[config.mk]
export PLATFORM = sky130hd
export DESIGN_NAME = dmem_arbiter
export DESIGN_NICKNAME = d
export VERILOG_FILES = /design/src/rtl/dmem_arbiter.sv
export SDC_FILE = /design/constraint.sdc
export NUM_CORES = 1
export LEC_CHECK = 0
export CAP_MARGIN = 30
export CELL_PAD_IN_SITES_DETAIL_PLACEMENT = 1
export CELL_PAD_IN_SITES_GLOBAL_PLACEMENT = 1
export CORE_MARGIN = 2
export CORE_UTILIZATION = 10
export CTS_CLUSTER_DIAMETER = 200
export DETAILED_ROUTE_END_ITERATION = 10
export PLACE_DENSITY_LB_ADDON = 0.3
export RECOVER_POWER = 50
export SLEW_MARGIN = 10
export SYNTH_ARGS = -nofsm -noshare
export SYNTH_HDL_FRONTEND = slang
export SYNTH_SLANG_ARGS = --single-unit
[constraint.sdc]
create_clock -name clk -period 2 [get_ports clk]
set_clock_uncertainty 0.05 [all_clocks]
set_input_delay 0.3 -clock clk [delete_from_list [all_inputs] [get_ports clk]]
set_output_delay 0.3 -clock clk [all_outputs]
set_load 0.01 [all_outputs]
[src/rtl/dmem_arbiter.sv]
`default_nettype none
// ============================================================================
// Module   : dmem_arbiter
// Purpose  : Shares the single-port data RAM between the MEM stage and a DMA
//            port, one fixed-latency access in flight at a time.
// Revision : 1.0
// ============================================================================
module dmem_arbiter #(
    parameter int ADDR_W   = 14,
    parameter int RD_LAT   = 1,
    parameter int CPU_PRIO = 0
) (
    input  logic              clk,
    input  logic              rst,

    input  logic              cpu_req_valid,
    input  logic              cpu_req_we,
    input  logic [31:0]       cpu_req_addr,
    input  logic [31:0]       cpu_req_wdata,
    input  logic [3:0]        cpu_req_wstrb,
    output logic              cpu_req_ready,
    output logic              cpu_rsp_valid,
    output logic [31:0]       cpu_rsp_rdata,
    output logic              hold_flag_mem,

    input  logic              dma_req_valid,
    input  logic              dma_req_we,
    input  logic [31:0]       dma_req_addr,
    input  logic [31:0]       dma_req_wdata,
    input  logic [3:0]        dma_req_wstrb,
    output logic              dma_req_ready,
    output logic              dma_rsp_valid,
    output logic [31:0]       dma_rsp_rdata,

    output logic              dram_en,
    output logic [3:0]        dram_we,
    output logic [ADDR_W-1:0] dram_addr,
    output logic [31:0]       dram_wdi,
    input  logic [31:0]       dram_rdo
);

    localparam int                 c_LAT_W   = $clog2(RD_LAT + 1);
    localparam logic [c_LAT_W-1:0] c_LAT_MAX = c_LAT_W'(RD_LAT);
    localparam logic [c_LAT_W-1:0] c_LAT_ONE = c_LAT_W'(1);

    typedef enum logic [0:0] {
        S_IDLE = 1'b0,
        S_BUSY = 1'b1
    } state_t;

    state_t               r_state;
    state_t               w_state_nxt;
    logic                 r_owner;
    logic                 r_last_grant;
    logic                 r_is_wr;
    logic [c_LAT_W-1:0]   r_lat_cnt;

    logic                 w_any_req;
    logic                 w_pick_dma;
    logic                 w_accept;
    logic                 w_lat_done;
    logic                 w_sel_we;
    logic [31:0]          w_sel_addr;
    logic [31:0]          w_sel_wdata;
    logic [3:0]           w_sel_wstrb;
    logic                 w_unused_addr_bits;

    assign w_any_req = cpu_req_valid | dma_req_valid;

    // Round-robin tie goes to the port that did not win last time.
    generate
        if (CPU_PRIO != 0) begin : g_cpu_prio
            assign w_pick_dma = ~cpu_req_valid;
        end else begin : g_round_robin
            assign w_pick_dma = dma_req_valid & (~cpu_req_valid | ~r_last_grant);
        end
    endgenerate

    assign w_accept   = (r_state == S_IDLE) & w_any_req & ~rst;
    assign w_lat_done = (r_lat_cnt == c_LAT_MAX);

    assign w_sel_we    = w_pick_dma ? dma_req_we    : cpu_req_we;
    assign w_sel_addr  = w_pick_dma ? dma_req_addr  : cpu_req_addr;
    assign w_sel_wdata = w_pick_dma ? dma_req_wdata : cpu_req_wdata;
    assign w_sel_wstrb = w_pick_dma ? dma_req_wstrb : cpu_req_wstrb;

    assign w_unused_addr_bits = ^{w_sel_addr[1:0], w_sel_addr[31:ADDR_W+2]};

    always_comb begin
        w_state_nxt   = r_state;
        cpu_req_ready = 1'b0;
        dma_req_ready = 1'b0;
        cpu_rsp_valid = 1'b0;
        dma_rsp_valid = 1'b0;
        cpu_rsp_rdata = 32'h0;
        dma_rsp_rdata = 32'h0;
        dram_en       = 1'b0;
        dram_we       = 4'b0000;
        dram_addr     = '0;
        dram_wdi      = 32'h0;

        case (r_state)
            S_IDLE: begin
                if (w_accept) begin
                    w_state_nxt   = S_BUSY;
                    cpu_req_ready = ~w_pick_dma;
                    dma_req_ready = w_pick_dma;
                    dram_en       = 1'b1;
                    dram_we       = w_sel_we ? w_sel_wstrb : 4'b0000;
                    dram_addr     = w_sel_addr[ADDR_W+1:2];
                    dram_wdi      = w_sel_wdata;
                end
            end
            S_BUSY: begin
                if (w_lat_done) begin
                    w_state_nxt = S_IDLE;
                    // A reset landing in the response cycle drops the pulse.
                    if (!rst) begin
                        if (r_owner) begin
                            dma_rsp_valid = 1'b1;
                            dma_rsp_rdata = r_is_wr ? 32'h0 : dram_rdo;
                        end else begin
                            cpu_rsp_valid = 1'b1;
                            cpu_rsp_rdata = r_is_wr ? 32'h0 : dram_rdo;
                        end
                    end
                end
            end
            default: begin
                w_state_nxt = S_IDLE;
            end
        endcase
    end

    assign hold_flag_mem = cpu_req_valid & ~cpu_rsp_valid;

    always_ff @(posedge clk) begin
        if (rst) begin
            r_state      <= S_IDLE;
            r_lat_cnt    <= '0;
            r_owner      <= 1'b0;
            r_last_grant <= 1'b1;
            r_is_wr      <= 1'b0;
        end else begin
            r_state <= w_state_nxt;
            if (w_accept) begin
                r_owner      <= w_pick_dma;
                r_last_grant <= w_pick_dma;
                r_is_wr      <= w_sel_we;
                r_lat_cnt    <= c_LAT_ONE;
            end else if (r_state == S_BUSY) begin
                if (w_lat_done) begin
                    r_lat_cnt <= '0;
                end else begin
                    r_lat_cnt <= r_lat_cnt + c_LAT_ONE;
                end
            end
        end
    end

endmodule
`default_nettype wire

==> flow_metrics.env <==
export IMPL_synth_top_area_share_pct=30.1
export IMPL_placed_cell_area_sq_um=4170
export IMPL_setup_viol=0
export IMPL_die_w_um=120
export IMPL_grt_pass1_vias=2871
export IMPL_outcome="complete, no violations"
export IMPL_cts_hold_fix_buffers=0
export IMPL_rr_startpoint="r_last_grant"
export IMPL_hold_start="r_is_wr"
export IMPL_start_util_pct=10.2
export IMPL_p_leak_nw=2.11
export IMPL_fin_cells=664
export IMPL_crit_fanout=6
export IMPL_dp_cells=637
export IMPL_synth_top_area_cell="a22o_1"
export IMPL_diodes=0
export IMPL_r2r_cells=8
export IMPL_whs_path_depth=2
export IMPL_fillers=1606
export IMPL_stdcell_area_sq_um=4420
export IMPL_cts_buffers=3
export IMPL_drt_pass1_iter_count=4
export IMPL_synth_area_leaders="a22o_1 30%, nor2_1 19%, nand2b_1 16%"
export IMPL_ys_ff_latch=5
export IMPL_hold_path_class="reg2reg"
export IMPL_worst_slew_pin_transition_ps=362
export IMPL_cts_root_buf="clkbuf_16"
export IMPL_top_level_ports=294
export IMPL_fin_nets=663
export IMPL_clkTransAtPathRegs_ps=40
export IMPL_die_y_um=120
export IMPL_vdd_drop_max_v=0.000166
export IMPL_antenna_found_initial=0
export IMPL_syn_nets=381
export IMPL_yosysWarnings=0
export IMPL_drc=0
export IMPL_netlist_area_sq_um=1340
export IMPL_antenna_left=0
export IMPL_clkSinkCount=5
export IMPL_wirelength_mm=11.2
export IMPL_clock_latency_ps=230
export IMPL_dp_hpwl_mm=8.71
export IMPL_rsz0062_at_grt="yes"
export IMPL_htree_levels=1
export IMPL_synth_cells=207
export IMPL_critPathKind="reg2out"
export IMPL_holdWs_ps=455
export IMPL_drv_cap=0
export IMPL_crit_path_start_kind="register"
export IMPL_track_usage_pct=14.2
export IMPL_fmaxAchievable_mhz=503
export IMPL_required_ps=1650
export IMPL_drt_met1_wl_mm=3.90
export IMPL_dieArea_sq_um=14300
export IMPL_routed_top_layer="met4"
export IMPL_power_density_nw_per_um2=303
export IMPL_port_buffers=257
export IMPL_end_kind="primary output"
export IMPL_ys_types=26
export IMPL_tns_ps=0
export IMPL_layout_drive_gt1_share_pct=24.4
export IMPL_grt_pass1_wl_mm=16.0
export IMPL_finalHoldViolCount=0
export IMPL_rows=42
export IMPL_grt_start_max_net_pins=34
export IMPL_reg2reg_slack_ps=540
export IMPL_hold_path_endpoint="r_is_wr"
export IMPL_vias_per_cell=4.01
export IMPL_arrival_ps=1640
export IMPL_period_minus_slack_ps=1990
export IMPL_max_slew_margin_rel_pct=75.9
export IMPL_overflow=0
export IMPL_core_sq_um=13100
export IMPL_rr_endpoint="r_owner"
export IMPL_synth_seq_area_share_pct=7.49
export IMPL_syn_area_per_cell_sq_um=6.46
export IMPL_report_final_slew_viol_count=0
export IMPL_area_delta_synth_final_pct=231
export IMPL_vias=2660
export IMPL_gp_congestion=0.837
export IMPL_period_share_pct=99.3
export IMPL_cts_tree="yes"
export IMPL_routedWlPerCell_um=16.9
export IMPL_drtIter0Drc=52
export IMPL_dr_wl_met2_mm=6.03
export IMPL_cts_path_max_buffers=2
export IMPL_wl_met3_mm=1.11
## worst max-delay path, stage by stage, from the launching register on
cell and delay [ps]:
dfxtp_4 350, a21bo_4 230, nor3_4 220, buf_6 190, clkbuf_16 160, a22o_1 110, buf_2 130
## sequential cells by signal (all words and copies together) (netlist names)
register,cells
r_state,1
r_is_wr,1
r_owner,1
r_last_grant,1
r_lat_cnt,1
## cells in the final DEF (no fill, tap or decap), types with 2 or more instances in the layout
master,count
buf_8,2
a21oi_1,2
clkbuf_2,18
buf_12,5
dfxtp_4,2
nand2b_1,34
dlygate4sd2_1,39
buf_4,16
nand2_1,2
dfxtp_1,3
buf_16,6
clkbuf_16,7
nand3_1,8
clkdlybuf4s15_2,2
clkdlybuf4s50_1,134
buf_6,19
buf_2,33
clkbuf_1,3
a22o_1,45
nor2_1,67
inv_1,2
a21boi_0,4
clkdlybuf4s15_1,17
## synth_stat cells
cell type and count:
nor3_1 2, inv_1 2, nor4b_4 1, a211oi_1 1
nor2b_1 1, a31oi_1 1, o21ba_2 1, o21bai_1 1
a21bo_2 1, nand4b_1 1, dfxtp_1 5, a211o_1 1
and2_1 1, or3_1 1, a21oi_1 2, a22o_1 46
buf_4 2, clkbuf_1 6, buf_2 9, nand2_1 2
buf_6 5, nand3_1 8, nor2_1 67, nand2b_1 34
a21boi_0 5, nor3_4 1
## timing repair
item / in CTS / in global routing
setup endpoints to repair: 120 / 61
cloned: 7 / 4
pin swaps: 5 / 5
buffers inserted: 11 / 1
resized for setup: 297 / 71
## metal layers
layer,track usage (%),up-vias
met3,4.42,10
met5,0,-
li1,-,1288
met1,14.0,1200
met2,28.3,162
met4,3.46,0
## per-stage QoR
step	util [%]	worst slack [ps]	power, mW
after detailed placement	31.7	-635	0.941
after global routing	33.7	-53.8	1.41
final	33.7	13.7	1.34
after floorplan	-	356	0.406
after global placement	31.7	-621	0.930
after CTS	33.0	-21.6	1.32
## cell type report
cell class	instances	area [sq um]	share of cell area [%]
clock buffer	4	78.8	1.78
inverter	2	7.51	0.170
multi-input combinational	178	1120	25.4
sequential	5	108	2.43
tap	176	220	4.98
timing repair buffer	299	2890	65.3
## power breakdown
| part | switching (mW) | internal [mW] |
|---|---|---|
| Clock | 0.0709 | 0.265 |
| Combinational | 0.327 | 0.553 |
| Sequential | 0.0124 | 0.112 |
| Total | 0.411 | 0.930 |
## cell families (layout without fill, tap and decap cells)
family                 count (synthesis)  in the layout  synth area share, %
AND/OR/NAND/NOR                      119            119                 44.1
flip-flops                             5              5                 7.49
AO/OA/AOI/OAI                         59             59                 37.5
buffers and inverters                 24            305                 11.0
## how the worst max path moves through the flow
stage                       startpoint      endpoint  slack [ps]  depth (start not counted)
final                     r_last_grant  dram_wdi[10]          10                          6
after global routing      r_last_grant  dram_addr[9]         -50                          6
after CTS                 r_last_grant  dram_wdi[10]         -20                          8
after detailed placement           rst   dram_wdi[1]        -640                          5
after global placement             rst   dram_wdi[1]        -620                          5
after floorplan                    rst    dram_we[0]         360                          3
Note: power is estimated with default switching activity, not from simulation.
